==> config.mk <==
export PLATFORM = sky130hd
export DESIGN_NAME = spi_slave_shifter
export DESIGN_NICKNAME = d
export VERILOG_FILES = /design/src/rtl/spi_slave_shifter.sv
export SDC_FILE = /design/constraint.sdc
export NUM_CORES = 1
export LEC_CHECK = 0
export BUFFER_PORTS_ARGS = -buffer_cell sky130_fd_sc_hd__buf_2
export CORE_MARGIN = 4
export CORE_UTILIZATION = 60
export CTS_BUF_LIST = sky130_fd_sc_hd__clkbuf_8
export CTS_CLUSTER_DIAMETER = 80
export DETAILED_ROUTE_END_ITERATION = 8
export GPL_TIMING_DRIVEN = 0
export PLACE_DENSITY = 0.82
export SYNTH_ARGS = -nofsm -noshare
export SYNTH_HDL_FRONTEND = slang
export SYNTH_SLANG_ARGS = --single-unit
export TNS_END_PERCENT = 1
==> constraint.sdc <==
create_clock -name clk -period 2.47 [get_ports clk]
set_clock_uncertainty 0.05 [all_clocks]
set_input_delay 0.3705 -clock clk [delete_from_list [all_inputs] [get_ports clk]]
set_output_delay 0.3705 -clock clk [all_outputs]
set_load 0.01 [all_outputs]
==> src/rtl/spi_slave_shifter.sv <==
`default_nettype none
// +--------------------------------------------------------------------------+
// | Module   : spi_slave_shifter                                              |
// | Purpose  : SPI slave serial engine. Oversamples sclk/cs_n/mosi in the clk |
// |            domain, shifts a variable-length word in on MOSI and a        |
// |            buffered word out on MISO, with valid/ready system handshakes.|
// | Revision : 1.0 - initial release                                         |
// +--------------------------------------------------------------------------+
module spi_slave_shifter #(
   parameter int SPI_MAX_WIDTH_LOG = 4
) (
   input  logic                                 clk,
   input  logic                                 rst_n,
   input  logic                                 cpol,
   input  logic                                 cpha,
   input  logic [SPI_MAX_WIDTH_LOG-1:0]         spi_width,
   input  logic                                 sclk,
   input  logic                                 cs_n,
   input  logic                                 mosi,
   output logic                                 miso,
   input  logic [(2**SPI_MAX_WIDTH_LOG)-1:0]    tx_data,
   input  logic                                 tx_valid,
   output logic                                 tx_ready,
   output logic [(2**SPI_MAX_WIDTH_LOG)-1:0]    rx_data,
   output logic                                 rx_valid,
   output logic                                 busy,
   output logic                                 tx_underrun
);

   localparam int c_dw = 2 ** SPI_MAX_WIDTH_LOG;

   typedef enum logic [0:0] {
      ST_IDLE  = 1'b0,
      ST_SHIFT = 1'b1
   } state_t;

   state_t                       r_state, w_state_nxt;

   logic                         r_sclk_meta, r_sclk_sync, r_sclk_d;
   logic                         r_cs_meta, r_cs_sync, r_cs_d;
   logic                         r_mosi_meta, r_mosi_sync;

   logic                         r_cpol_l, r_cpha_l;
   logic [SPI_MAX_WIDTH_LOG-1:0] r_width_l, w_width_nxt;
   logic [SPI_MAX_WIDTH_LOG-1:0] r_bit_cnt;
   logic [c_dw-1:0]              r_tx_shift, w_tx_nxt;
   logic [c_dw-1:0]              r_rx_shift, w_rx_mask;
   logic [c_dw-1:0]              r_tx_buf;
   logic                         r_tx_full;
   logic [c_dw-1:0]              r_rx_data;
   logic                         r_rx_valid, r_underrun, r_miso;
   logic                         r_done;      // last bit of the word sampled last cycle
   logic                         r_skip;      // swallow the next shift edge
   logic                         r_undr_pend; // reload was empty; report when the frame really starts

   logic w_sclk_rise, w_sclk_fall, w_lead, w_trail;
   logic w_sample_edge, w_shift_edge, w_cs_fall;
   logic w_start, w_abort, w_sample, w_shift, w_reload, w_load;

   // Two-flop synchronisers plus the delayed sclk copy used for edge detection.
   // The cs_n chain resets to "asserted" so that a chip select held low through
   // reset never looks like a fresh falling edge afterwards.
   always_ff @(posedge clk or negedge rst_n) begin
      if (!rst_n) begin
         r_sclk_meta <= 1'b0;
         r_sclk_sync <= 1'b0;
         r_sclk_d    <= 1'b0;
         r_cs_meta   <= 1'b0;
         r_cs_sync   <= 1'b0;
         r_cs_d      <= 1'b0;
         r_mosi_meta <= 1'b0;
         r_mosi_sync <= 1'b0;
      end else begin
         r_sclk_meta <= sclk;
         r_sclk_sync <= r_sclk_meta;
         r_sclk_d    <= r_sclk_sync;
         r_cs_meta   <= cs_n;
         r_cs_sync   <= r_cs_meta;
         r_cs_d      <= r_cs_sync;
         r_mosi_meta <= mosi;
         r_mosi_sync <= r_mosi_meta;
      end
   end

   assign w_sclk_rise   = r_sclk_sync & ~r_sclk_d;
   assign w_sclk_fall   = ~r_sclk_sync & r_sclk_d;
   assign w_lead        = r_cpol_l ? w_sclk_fall : w_sclk_rise;
   assign w_trail       = r_cpol_l ? w_sclk_rise : w_sclk_fall;
   assign w_sample_edge = r_cpha_l ? w_trail : w_lead;
   assign w_shift_edge  = r_cpha_l ? w_lead : w_trail;
   assign w_cs_fall     = ~r_cs_sync & r_cs_d;

   // FSM state register.
   always_ff @(posedge clk or negedge rst_n) begin
      if (!rst_n) r_state <= ST_IDLE;
      else        r_state <= w_state_nxt;
   end

   // FSM next state and per-cycle control strobes.
   always_comb begin
      w_state_nxt = r_state;
      w_start     = 1'b0;
      w_abort     = 1'b0;
      w_sample    = 1'b0;
      w_shift     = 1'b0;
      case (r_state)
         ST_IDLE: begin
            if (w_cs_fall) begin
               w_state_nxt = ST_SHIFT;
               w_start     = 1'b1;
            end
         end
         ST_SHIFT: begin
            if (r_cs_sync) begin
               w_state_nxt = ST_IDLE;
               w_abort     = 1'b1;
            end else begin
               w_sample = w_sample_edge;
               w_shift  = w_shift_edge;
            end
         end
         default: w_state_nxt = ST_IDLE;
      endcase
      w_reload = r_done & ~w_abort;
      w_load   = w_start | w_reload;
   end

   // Next transmit word, active width and receive mask.
   always_comb begin
      w_width_nxt = w_start ? spi_width : r_width_l;
      w_tx_nxt    = r_tx_shift;
      if (w_load)
         w_tx_nxt = r_tx_full ? r_tx_buf : '0;
      else if (w_shift && !r_skip)
         w_tx_nxt = {r_tx_shift[c_dw-2:0], 1'b0};
      w_rx_mask = '0;
      for (int i = 0; i < c_dw; i++)
         w_rx_mask[i] = (i <= int'(r_width_l));
   end

   // Frame datapath: config latch, shifting, word completion and tx buffer.
   always_ff @(posedge clk or negedge rst_n) begin
      if (!rst_n) begin
         r_cpol_l    <= 1'b0;
         r_cpha_l    <= 1'b0;
         r_width_l   <= '0;
         r_bit_cnt   <= '0;
         r_tx_shift  <= '0;
         r_rx_shift  <= '0;
         r_tx_buf    <= '0;
         r_tx_full   <= 1'b0;
         r_rx_data   <= '0;
         r_rx_valid  <= 1'b0;
         r_underrun  <= 1'b0;
         r_miso      <= 1'b0;
         r_done      <= 1'b0;
         r_skip      <= 1'b0;
         r_undr_pend <= 1'b0;
      end else begin
         r_rx_valid <= 1'b0;
         r_underrun <= 1'b0;
         r_width_l  <= w_width_nxt;
         r_tx_shift <= w_tx_nxt;
         r_miso     <= (w_state_nxt == ST_SHIFT) ? w_tx_nxt[w_width_nxt] : 1'b0;

         if (w_start) begin
            r_cpol_l    <= cpol;
            r_cpha_l    <= cpha;
            r_bit_cnt   <= '0;
            r_skip      <= cpha;   // cpha=1: first leading edge only launches the MSB
            r_undr_pend <= 1'b0;
            r_underrun  <= ~r_tx_full;
         end

         if (w_shift && r_skip)
            r_skip <= 1'b0;

         if (w_sample) begin
            r_rx_shift <= {r_rx_shift[c_dw-2:0], r_mosi_sync};
            r_bit_cnt  <= r_bit_cnt + 1'b1;
            if (r_bit_cnt == r_width_l)
               r_done <= 1'b1;
            if (r_undr_pend) begin
               r_underrun  <= 1'b1;
               r_undr_pend <= 1'b0;
            end
         end

         if (r_done) begin
            r_done     <= 1'b0;
            r_rx_data  <= r_rx_shift & w_rx_mask;
            r_rx_valid <= 1'b1;
         end

         // Back-to-back reload: the next shift edge still belongs to the old
         // word (cpha=0) or is the new word's first leading edge (cpha=1).
         if (w_reload) begin
            r_bit_cnt   <= '0;
            r_skip      <= 1'b1;
            r_undr_pend <= ~r_tx_full;
         end

         if (w_abort) begin
            r_bit_cnt   <= '0;
            r_skip      <= 1'b0;
            r_undr_pend <= 1'b0;
         end

         // An accept can only happen when empty, so a same-cycle load already
         // took zeros and the new word stays for the following frame.
         if (tx_valid && !r_tx_full) begin
            r_tx_buf  <= tx_data;
            r_tx_full <= 1'b1;
         end else if (w_load) begin
            r_tx_full <= 1'b0;
         end
      end
   end

   assign miso        = r_miso;
   assign tx_ready    = ~r_tx_full;
   assign rx_data     = r_rx_data;
   assign rx_valid    = r_rx_valid;
   assign busy        = (r_state == ST_SHIFT);
   assign tx_underrun = r_underrun;

endmodule
`default_nettype wire
Word level (Yosys, flattened, before mapping)
Index checks and enable logic that the tools add are counted.
- equal/unequal tests: 1
- $lt $le $gt $ge: 16
- $add $sub $neg: 1
- bitwise logic cells: 12
- mux-type cells: 43
- reduce and logical (&&, ||, !) cells: 8
- operators with widths (cell ; number):
    16-bit 2-to-1 mux ; 3
    1-bit 2-to-1 mux ; 33
    4-bit <= comparator (first input constant) ; 8
    4-bit 2-to-1 mux ; 5
    16-bit AND ; 1
    3-bit by 4-bit <= comparator with 1-bit output (first input constant) ; 4
    2-bit by 4-bit <= comparator with 1-bit output (first input constant) ; 2
    4-bit nonzero test ; 2
    1-bit inverter ; 6
    4-bit by 5-bit < comparator with 1-bit output (second input constant) ; 1
    4-bit by 1-bit adder with 4-bit output (second input constant) ; 1
    1-bit AND ; 4
    1-bit binary-select mux with 4-bit select ; 1
    4-bit == test ; 1
    1-bit by 4-bit <= comparator with 1-bit output (first input constant) ; 1
    1-bit logical AND ; 3
    1-bit zero test ; 2
    1-bit one-hot mux with 2 select lines ; 1
    2-bit nonzero test ; 1
    1-bit bitwise OR ; 1
- register bits: 90
- logic and storage cells: 105
- bits of input ports: 28

Depth between registers and ports, before layout
Gate-level depths: netlist of the first run.
- depth after elaboration: 12
- depth in mapped cells: 10
- depth with buffers taken out: 7

Worst setup path before layout of the first run
No wires, ideal clock.
- path kind: register to register
- start point: register r_state, in the netlist busy
- end point: register r_miso, in the netlist miso
- clock period less this slack: 2.297 ns
- data required time: 2.294 ns
- arrival time: 2.121 ns
- path buffers: 2
- setup slack: 0.173 ns
- stages on the path, launching flop included: 9
- cell sequence: dfrtp_1 or3b_4 and2_1 buf_6 buf_6 a21oi_2 a311oi_1 a2111o_1 a311o_1
- longest elaborated chain between the ends: 8
- elaborated cells on any way between the ends: 15
- classes of those cells: 10 x mux; 4 x bitwise; 1 x reduce/logical
- RTL lines (item ; line ; source):
    start: declaration ; 37 ; state_t r_state, w_state_nxt;
    start signal: assignment ; 96 ; else r_state <= w_state_nxt;
    1-bit 2-to-1 mux ; 106 ; case (r_state)
    1-bit inverter ; 124 ; w_reload = r_done & ~w_abort;
    1-bit AND ; 124 ;
    1-bit bitwise OR ; 125 ; w_load = w_start | w_reload;
    16-bit 2-to-1 mux ; 132 ; if (w_load)
    1-bit binary-select mux with 4-bit select ; 164 ; r_miso <= (w_state_nxt == ST_SHIFT) ? w_tx_nxt[w_width_nxt] : 1'b0;
    1-bit 2-to-1 mux (implied by the code) ; 164 ;
    1-bit 2-to-1 mux (*) ; 164 ;
    end signal: assignment ; 164 ;
    end: declaration ; 51 ; logic r_rx_valid, r_underrun, r_miso;
Every way passes the cells marked *; elsewhere a longest branch is shown, timed or not. The select of a mux whose other input is x is not followed.
A chain may end at the register's enable or synchronous reset.

Worst setup path in the final report of the first run
- start point: register r_cpol_l
- end point: register r_miso, in the netlist miso
- longest elaborated chain between the ends: 10
- elaborated cells on any way between the ends: 11
- classes of those cells: 10 x mux; 1 x reduce/logical
- RTL lines (item ; line ; source):
    start: declaration ; 43 ; logic r_cpol_l, r_cpha_l;
    start signal: assignment ; 167 ; r_cpol_l <= cpol;
    1-bit 2-to-1 mux, on equally long branches ; 88, 87 ;
    1-bit 2-to-1 mux (*) ; 90 ; assign w_shift_edge = r_cpha_l ? w_lead : w_trail;
    1-bit 2-to-1 mux (*) ; 114 ; if (r_cs_sync) begin
    1-bit 2-to-1 mux (*) ; 106 ;
    1-bit logical AND (*) ; 134 ; else if (w_shift && !r_skip)
    16-bit 2-to-1 mux (*) ; 134 ;
    16-bit 2-to-1 mux (*) ; 132 ;
    1-bit binary-select mux with 4-bit select (*) ; 164 ;
    1-bit 2-to-1 mux (implied by the code) (*) ; 164 ;
    1-bit 2-to-1 mux (*) ; 164 ;
Marked as above.

==> results of run 1 <==
-- stage by stage --
step / std cells / worst slack (ns) / TNS, ns
floorplan: 358 / 0.173 / 0
global placement: 483 / -0.0493 / -0.0493
detailed placement: 484 / -0.0706 / -0.0706
CTS: 502 / 0.00546 / 0
global route: 509 / -0.0710 / -0.0710
finish: 509 / 0.0227 / 0
-- synthesized netlist by cell type (7+ instances only) --
cell type | n | area [um2]
o22ai_1 | 7 | 43.8
dfrtp_1 | 90 | 2250
nand3_1 | 16 | 80.1
clkbuf_1 | 13 | 48.8
o21ai_0 | 23 | 115
nor2_1 | 8 | 30.0
a31oi_1 | 9 | 56.3
mux2_2 | 33 | 372
a21oi_1 | 20 | 100
nand2_1 | 33 | 124
inv_1 | 24 | 90.1
-- worst max path at each step --
| stage | start | endpoint | slack (ns) |
|---|---|---|---|
| final | r_cpol_l | miso | 0.02 |
| after global routing | r_cpol_l | miso | -0.07 |
| after CTS | r_cs_sync | miso | 0.005 |
| after detailed placement | r_cpha_l | miso | -0.07 |
| after global placement | r_done | miso | -0.05 |
| after floorplan | busy | miso | 0.17 |
-- critical path: stages (launching register included) --
cell and delay, ns:
dfrtp_2 0.46, xnor2_4 0.27, mux2_4 0.38, buf_8 0.15, a31oi_4 0.15, nand2_1 0.07, a221o_1 0.30, a21o_1 0.18
a311o_1 0.32
-- sequential cells by signal, indices dropped and copies added, names as in the netlist, 4 cells and up --
register	count
r_bit_cnt	4
r_width_l	4
r_tx_buf	16
rx_data	16
r_tx_shift	16
r_rx_shift	16
-- routing by layer --
metal	wire, um	up-vias
met1	3580	1520
met2	4330	133
met5	0	-
met3	586	27
li1	-	1413
met4	267	0
-- power breakdown --
group          leakage (nW)  internal [mW]  total, mW  switching (mW)
Sequential             1.14           1.79       2.00           0.206
Combinational         0.964          0.456      0.980           0.525
Clock                 0.102          0.577       1.12           0.542
-- cell type report --
| cell class | instances | area share |
|---|---|---|
| sequential | 90 | 0.468 |
| multi-input combinational | 221 | 0.343 |
| timing repair buffer | 59 | 0.0763 |
| buffer | 21 | 0.0260 |
| clock buffer | 9 | 0.0257 |
| clock inverter | 7 | 0.0208 |
| inverter | 25 | 0.0200 |
| tap | 77 | 0.0200 |
-- repair_timing --
item                       4_1_cts  5_1_grt
hold endpoints to repair        23        0
pin swaps                        0        8
resized for setup                2       22
cloned                           0        1
setup endpoints to repair        1       10
buffers inserted                 2        6
hold buffers                     1        0
-- cell families (layout without fill, tap and decap cells) --
| group | Yosys count | count (layout) | share of synthesized area |
|---|---|---|---|
| flops | 90 | 90 | 0.558 |
| buf+inv | 47 | 121 | 0.0530 |
| xor+xnor | 6 | 6 | 0.0149 |
| simple gates | 81 | 81 | 0.100 |
| mux | 38 | 38 | 0.115 |
| compound gates | 95 | 95 | 0.156 |
| fa+ha+maj | 1 | 1 | 0.00310 |
==> flow_summary.json, run 1 <==
{
  "vias": 3093,
  "ff2ff_path_depth": 8,
  "relSlewSlack": 0.462,
  "die_w_um": 90.0,
  "grt_overflow": 0,
  "pin_count": 49,
  "final_common_cell": "dfrtp_1",
  "worst_ep_required_time_ns": 2.66,
  "die_h_um": 90.0,
  "cts_buffer_depth": 2,
  "period_share": 0.991,
  "synth_edf_count": 0,
  "synth_flop_cell": "dfrtp_1",
  "path_clk_slew_ns": 0.09,
  "grt_max_degree": 68,
  "cts_buffers": 9,
  "fill_cells": 468,
  "regArea_mm2": 0.00226,
  "r2r_start": "r_cpol_l",
  "drt-pass1-iter-count": 6,
  "io_buffers": 48,
  "use_met3": 0.0392,
  "critPathMaxFanout": 5,
  "min_path_type": "input port to flop",
  "area_delta_synth_final_pct": 19.3,
  "rsz0062_at_grt": "yes",
  "final_cell_mix": "dfrtp_1 (87), buf_2 (48), mux2_2 (33)",
  "async_reset_ff_frac": 1.00,
  "holdWs_ns": 0.0683,
  "avgRoutedWirePerCell_um": 17.2,
  "nNetsFinal": 456,
  "finalInstanceArea_mm2": 0.00482,
  "diodes": 0,
  "worstHoldStart": "sclk",
  "maxCapViolCount": 0,
  "grt_pass1_vias": 3107,
  "cp-end-kind": "flop",
  "grt_antenna_before_repair": 0,
  "use_met1": 0.280,
  "synth-seq-cells": 90,
  "hold_viol_final": 0,
  "cts_sinks": 90,
  "ys_warn_count": 0,
  "fmax_mhz": 409,
  "rrSetupSlack_ns": 0.02,
  "vdd_drop_max_mv": 0.564,
  "syn-num-nets": 387,
  "core_mm2": 0.00646,
  "final_util": 0.746,
  "arrival_ns": 2.63,
  "clockRootBuffer": "clkbuf_8",
  "use_met2": 0.363,
  "antenna_left": 0,
  "syn_inst": 358,
  "critPathLaunchType": "flop",
  "outcome": "finished, final reports clean",
  "initial_core_util": 0.625,
  "syn-cell-area_mm2": 0.00404,
  "busiest_layer": "met2",
  "p_leak_nw": 2.21,
  "synth_cell_types": 61,
  "synth-seq-area-share": 0.558,
  "drive_gt1_frac": 0.326,
  "multiInputGateArea_mm2": 0.00165,
  "grt_pass1_wl_mm": 14.5,
  "drc": 0,
  "insertion_delay_ns": 0.36,
  "period_minus_slack_ns": 2.45,
  "vias_per_cell": 6.08,
  "min_to": "r_sclk_meta",
  "drt_iter0_markers": 180,
  "power_mw": 4.09,
  "routed_wl_mm": 8.76,
  "worstReg2RegEnd": "miso",
  "cts_tree": "done",
  "worst_slew_pin_slew_ns": 0.796,
  "gp_congestion": 0.885,
  "place_area_mm2": 0.00440,
  "syn_avg_cell_area_um2": 11.3,
  "setup_violations": 0,
  "die_area_mm2": 0.00811,
  "hold_depth": 1,
  "std_cell_rows": 29,
  "worstSetupPathType": "flop to flop",
  "pwr_density_cell_mw_per_mm2": 850,
  "htree_levels": 3,
  "dp_hpwl_mm": 5.88,
  "slew_violations": 0,
  "track_usage": 0.221
}
(Power assumes the default switching activity.)
==> inputs of run 2 (changes only) <==
--- a/config.mk
+++ b/config.mk
@@ -6,6 +6,8 @@
 export NUM_CORES = 1
 export LEC_CHECK = 0
 export BUFFER_PORTS_ARGS = -buffer_cell sky130_fd_sc_hd__buf_2
+export CAP_MARGIN = 15
+export CORE_ASPECT_RATIO = 0.7
 export CORE_MARGIN = 4
 export CORE_UTILIZATION = 60
 export CTS_BUF_LIST = sky130_fd_sc_hd__clkbuf_8
==> run 2 against run 1 <==
Compared with the run above: the flow now finishes with violations (setup timing); critical path depth did not move; sequential share of layout area rose by 0.17 points; via count fell by 1.2%.
==> flow_summary.json, run 2 (synthesis results as in run 1) <==
{
  "outcome": "complete, but fails checks",
  "failed_checks": "setup timing",
  "htree_levels": 3,
  "sequentialPowerShare": 0.486,
  "fmax_mhz": 399,
  "cp-end-kind": "flop",
  "grt_max_degree": 55,
  "crit_start": "busy",
  "track_usage": 0.235,
  "worst_slew_pin_slew_ns": 0.895,
  "die_h_um": 76.6,
  "worstSetupPathType": "flop to flop",
  "path_clk_slew_ns": 0.09,
  "grt_pass1_wl_mm": 14.8,
  "cts_tree": "done",
  "gp_congestion": 0.868,
  "area_delta_synth_final_pct": 18.9,
  "layout_setup_ws_ns": -0.0366,
  "place_area_mm2": 0.00442,
  "avgRoutedWirePerCell_um": 17.5,
  "grt_pass1_vias": 2914,
  "clockRootBuffer": "clkbuf_8",
  "nNetsFinal": 456,
  "slew_violations": 0,
  "finalInstanceArea_mm2": 0.00480,
  "die_w_um": 106,
  "crit_slowest_cell": "dfrtp_2",
  "vias_per_cell": 5.84,
  "rrSetupSlack_ns": -0.04,
  "dp_hpwl_mm": 6.23,
  "switching_power_mw": 1.27,
  "p_int_mw": 2.84,
  "p_leak_nw": 2.20,
  "min_path_type": "input port to flop",
  "initial_core_util": 0.634,
  "power_mw": 4.11,
  "std_cell_rows": 24,
  "diodes": 0,
  "cts_buffers": 9,
  "r2r_start": "busy",
  "vdd_drop_max_mv": 0.567,
  "p_clk_frac": 0.273,
  "timing.setup.tns_ns": -0.0366,
  "pwr_density_cell_mw_per_mm2": 857,
  "cts_sinks": 90,
  "vias": 3055,
  "rsz0062_at_grt": "yes",
  "period_minus_slack_ns": 2.51,
  "ff2ff_path_depth": 8,
  "drt-pass1-iter-count": 5,
  "routed_wl_mm": 9.13,
  "final_cell_mix": "dfrtp_1 (87), buf_2 (48), mux2_2 (33)",
  "worst_ep_required_time_ns": 2.66,
  "drive_gt1_frac": 0.331,
  "path_delay_family": "compound AO/OA/AOI/OAI gates",
  "drt_iter0_markers": 221,
  "setup_violations": 1,
  "max_stage_delay_ns": 0.48,
  "grt_antenna_before_repair": 0,
  "die_area_mm2": 0.00813,
  "critPathBufInv": 1,
  "grt_overflow": 0,
  "holdWs_ns": 0.0526,
  "crit_cells": 8,
  "insertion_delay_ns": 0.37,
  "io_buffers": 48,
  "netSwitchingFraction": 0.309,
  "combinationalPowerShare": 0.241,
  "core_mm2": 0.00637,
  "final_common_cell": "dfrtp_1",
  "crit_end": "miso",
  "pin_count": 49,
  "cts_buffer_depth": 2,
  "arrival_ns": 2.70,
  "critPathLaunchType": "flop",
  "maxCapViolCount": 0,
  "relSlewSlack": 0.395,
  "worstReg2RegEnd": "miso",
  "hold_viol_final": 0,
  "drc": 0,
  "critPathMaxFanout": 10,
  "crit_path_cell_trace": "and4bb_2 > mux2_4 > buf_6 > a31oi_4 > nand2_1 > a221o_1 > a21o_1 > a311o_1",
  "period_share": 1.01,
  "antenna_left": 0
}
-- run 2: changes by cell type in the layout (fill, tap and decap cells not counted), moves of 2 or more --
cell	delta
a21oi_1	+3
a21oi_2	-3
a21boi_1	-2
a21boi_2	+2
a31oi_2	-2
buf_4	+2
clkinv_4	+2
clkinvlp_4	-2
inv_6	-2
-- run 2: cell type report --
cell class | count | area [um2]
flip-flops and latches | 90 | 2260
well taps | 91 | 114
clock inverters | 6 | 90.1
plain buffers | 20 | 110
multi-input cells | 221 | 1640
fillers | 451 | 1570
inverters | 25 | 96.3
clock buffers | 10 | 138
repair buffers | 60 | 359
-- run 2: repair_timing --
item / CTS / global route
pin swaps: 0 / 8
endpoints found under the hold margin: 36 / 0
gates resized for setup: 7 / 16
setup buffers: 3 / 7
endpoints found under the setup margin: 1 / 10
hold buffers: 1 / 0
-- run 2: how the worst min path moves through the flow --
stage | start | to | slack (ns) | cells after the start
after floorplan | rst_n | busy | 0.02 | 0
after global placement | r_cs_meta | r_cs_sync | 0.28 | 0
after detailed placement | r_cs_meta | r_cs_sync | 0.29 | 0
after CTS | mosi | r_mosi_meta | 0.03 | 1
after global routing | mosi | r_mosi_meta | 0.03 | 1
final | mosi | r_mosi_meta | 0.05 | 1
-- run 2: layer usage --
metal | GRT usage | wire, um
met2 | 0.326 | 3960
met4 | 0.0647 | 85
met3 | 0.0830 | 814
met1 | 0.351 | 4270
met5 | 0 | 0
-- run 2: per-stage QoR --
step / worst slack, ns / utilization / std cells
after floorplan: 0.173 / - / 358
final: -0.0366 / 0.754 / 523
after detailed placement: -0.143 / 0.695 / 498
after global routing: -0.0970 / 0.754 / 523
after global placement: -0.123 / 0.690 / 497
after CTS: 0.0144 / 0.738 / 517
-- run 2: worst reg2reg max path, stage by stage (launching register included) --
cell      delay (ns)
dfrtp_2         0.48
and4bb_2        0.29
mux2_4          0.30
buf_6           0.16
a31oi_4         0.18
nand2_1         0.08
a221o_1         0.35
a21o_1          0.17
a311o_1         0.33
-- run 2: power by group through the flow --
stage	sequential, mW	combinational, mW	clock [mW]
after floorplan	1.95	0.663	0
after global placement	1.99	0.863	0
after detailed placement	2.00	0.905	0
after CTS	1.98	0.937	1.14
after global routing	2.03	1.08	1.21
final	2.00	0.993	1.12
==> inputs of run 3 (changes only) <==
--- a/config.mk
+++ b/config.mk
@@ -10,7 +10,7 @@
 export CORE_ASPECT_RATIO = 0.7
 export CORE_MARGIN = 4
 export CORE_UTILIZATION = 60
-export CTS_BUF_LIST = sky130_fd_sc_hd__clkbuf_8
+export CTS_BUF_LIST = sky130_fd_sc_hd__clkbuf_2
 export CTS_CLUSTER_DIAMETER = 80
 export DETAILED_ROUTE_END_ITERATION = 8
 export GPL_TIMING_DRIVEN = 0
==> run 3 against run 2 <==
Compared with the run above: the flow still finishes with violations (setup timing); count of clock-buffer cells in the layout fell by 1; non-clock buffer count rose by 23; final cell count rose by 4.4%; worst hold slack improved by 0.026 ns; combinational power rose by 4%; first-iteration DRC count rose by 11%; sequential share of layout area fell by 1.5 points; via count rose by 6.3%; flip-flop and latch count did not move; critical path type unchanged; largest cell class unchanged.
==> flow_summary.json, run 3 (synthesis results as in run 1) <==
{
  "outcome": "complete, but fails checks",
  "slew_violations": 0,
  "diodes": 0,
  "cts_tree": "done",
  "nNetsFinal": 479,
  "p_leak_nw": 2.27,
  "path_clk_slew_ns": 0.25,
  "p_clk_frac": 0.217,
  "grt_overflow": 0,
  "drt-pass1-iter-count": 5,
  "cts_buffer_depth": 2,
  "grt_pass1_wl_mm": 15.2,
  "core_mm2": 0.00637,
  "worst_slew_pin_slew_ns": 0.885,
  "period_share": 1.01,
  "cp-end-kind": "flop",
  "area_delta_synth_final_pct": 22.7,
  "critPathMaxFanout": 10,
  "cts_buffers": 9,
  "track_usage": 0.241,
  "busiest_layer": "met1",
  "htree_levels": 3,
  "critPathLaunchType": "flop",
  "holdWs_ns": 0.0784,
  "drt_iter0_markers": 246,
  "final_util": 0.778,
  "vias": 3247,
  "relSlewSlack": 0.402,
  "antenna_left": 0,
  "grt_antenna_before_repair": 0,
  "initial_core_util": 0.634,
  "std_cell_rows": 24,
  "die_h_um": 76.6,
  "die_w_um": 106,
  "arrival_ns": 2.92,
  "place_ws_ns": -0.143,
  "rsz0062_at_grt": "yes",
  "maxCapViolCount": 0,
  "combinationalPowerShare": 0.266,
  "gp_congestion": 0.868,
  "layout_setup_ws_ns": -0.0278,
  "sequentialPowerShare": 0.517,
  "drive_gt1_frac": 0.312,
  "pin_count": 49,
  "ff2ff_path_depth": 8,
  "io_buffers": 48,
  "use_met1": 0.360,
  "vdd_drop_max_mv": 0.514,
  "setup_violations": 1,
  "fmax_mhz": 400,
  "drc": 0,
  "netSwitchingFraction": 0.326,
  "min_path_type": "input port to flop",
  "hold_depth": 3,
  "insertion_delay_ns": 0.58,
  "clockRootBuffer": "clkbuf_2",
  "cts_sinks": 90,
  "failed_checks": "setup timing",
  "final_cell_mix": "dfrtp_1 (87), buf_2 (48), mux2_2 (33)",
  "worstSetupPathType": "flop to flop",
  "vias_per_cell": 5.95,
  "period_minus_slack_ns": 2.50,
  "switching_power_mw": 1.26,
  "hold_viol_final": 0,
  "routed_wl_mm": 9.20,
  "avgRoutedWirePerCell_um": 16.8,
  "grt_pass1_vias": 3019,
  "pwr_density_cell_mw_per_mm2": 779,
  "dp_hpwl_mm": 6.23,
  "use_met3": 0.0813,
  "use_met2": 0.338,
  "grt_max_degree": 55,
  "p_int_mw": 2.60,
  "final_common_cell": "dfrtp_1",
  "worst_ep_required_time_ns": 2.89,
  "die_area_mm2": 0.00813
}
## run 3: changes by cell type in the layout (fill, tap and decap cells not counted), sizes merged
cell         delta
clkbuf          -3
buf             +3
clkinv          +1
dlygate4sd3    +22
## run 3: final cells by class
| cell class | instances | area [um2] |
|---|---|---|
| Buffer | 20 | 110 |
| Fill cell | 418 | 1410 |
| Clock inverter | 7 | 93.8 |
| Tap cell | 91 | 114 |
| Inverter | 25 | 96.3 |
| Clock buffer | 9 | 45.0 |
| Multi-Input combinational cell | 221 | 1650 |
| Timing Repair Buffer | 83 | 587 |
| Sequential cell | 90 | 2260 |
## run 3: final timing paths
path,slack [ns],end,start
max in group asynchronous,1.53,rx_data[10],rst_n
hold / removal,0.08,r_width_l[0],spi_width[0]
setup / recovery,-0.03,miso,busy
min in group asynchronous,0.19,r_tx_shift[8],rst_n
hold reg to reg,0.33,r_cs_sync,r_cs_meta
setup reg to reg,-0.03,miso,busy
## run 3: critical path, cell delays in order (launching register included)
cell	delay [ns]
dfrtp_2	0.51
and4bb_2	0.28
mux2_4	0.30
buf_6	0.16
a31oi_4	0.18
nand2_1	0.08
a221o_1	0.34
a21o_1	0.16
a311o_1	0.33
## run 3: power by group through the flow
stage                     clock [mW]  sequential, mW  combinational [mW]
after floorplan                    0            1.95               0.663
after global placement             0            1.99               0.863
after detailed placement           0            2.00               0.905
after CTS                      0.859            1.98               0.961
after global routing           0.919            2.04                1.12
final                          0.836            2.00                1.03
## run 3: layer usage
metal | vias up | wire [um]
met5 | - | 0
met1 | 1587 | 4110
met4 | 0 | 91
met3 | 18 | 931
met2 | 177 | 4060
li1 | 1465 | -
## run 3: metrics by stage
stage,cells,total power [mW],TNS (ns),cell area (um2)
floorplan,358,2.61,0,4040
global placement,497,2.85,-0.123,4390
detailed placement,498,2.91,-0.143,4420
CTS,541,3.80,0,4840
global route,546,4.08,-0.0798,4950
finish,546,3.86,-0.0278,4950
## run 3: what timing repair did
action	4_1_cts	5_1_grt
hold buffers	23	0
cloned	0	0
endpoints found under the setup margin	1	10
gates resized for setup	8	18
hold endpoints to repair	58	0
pin swaps	0	8
buffers inserted	5	6
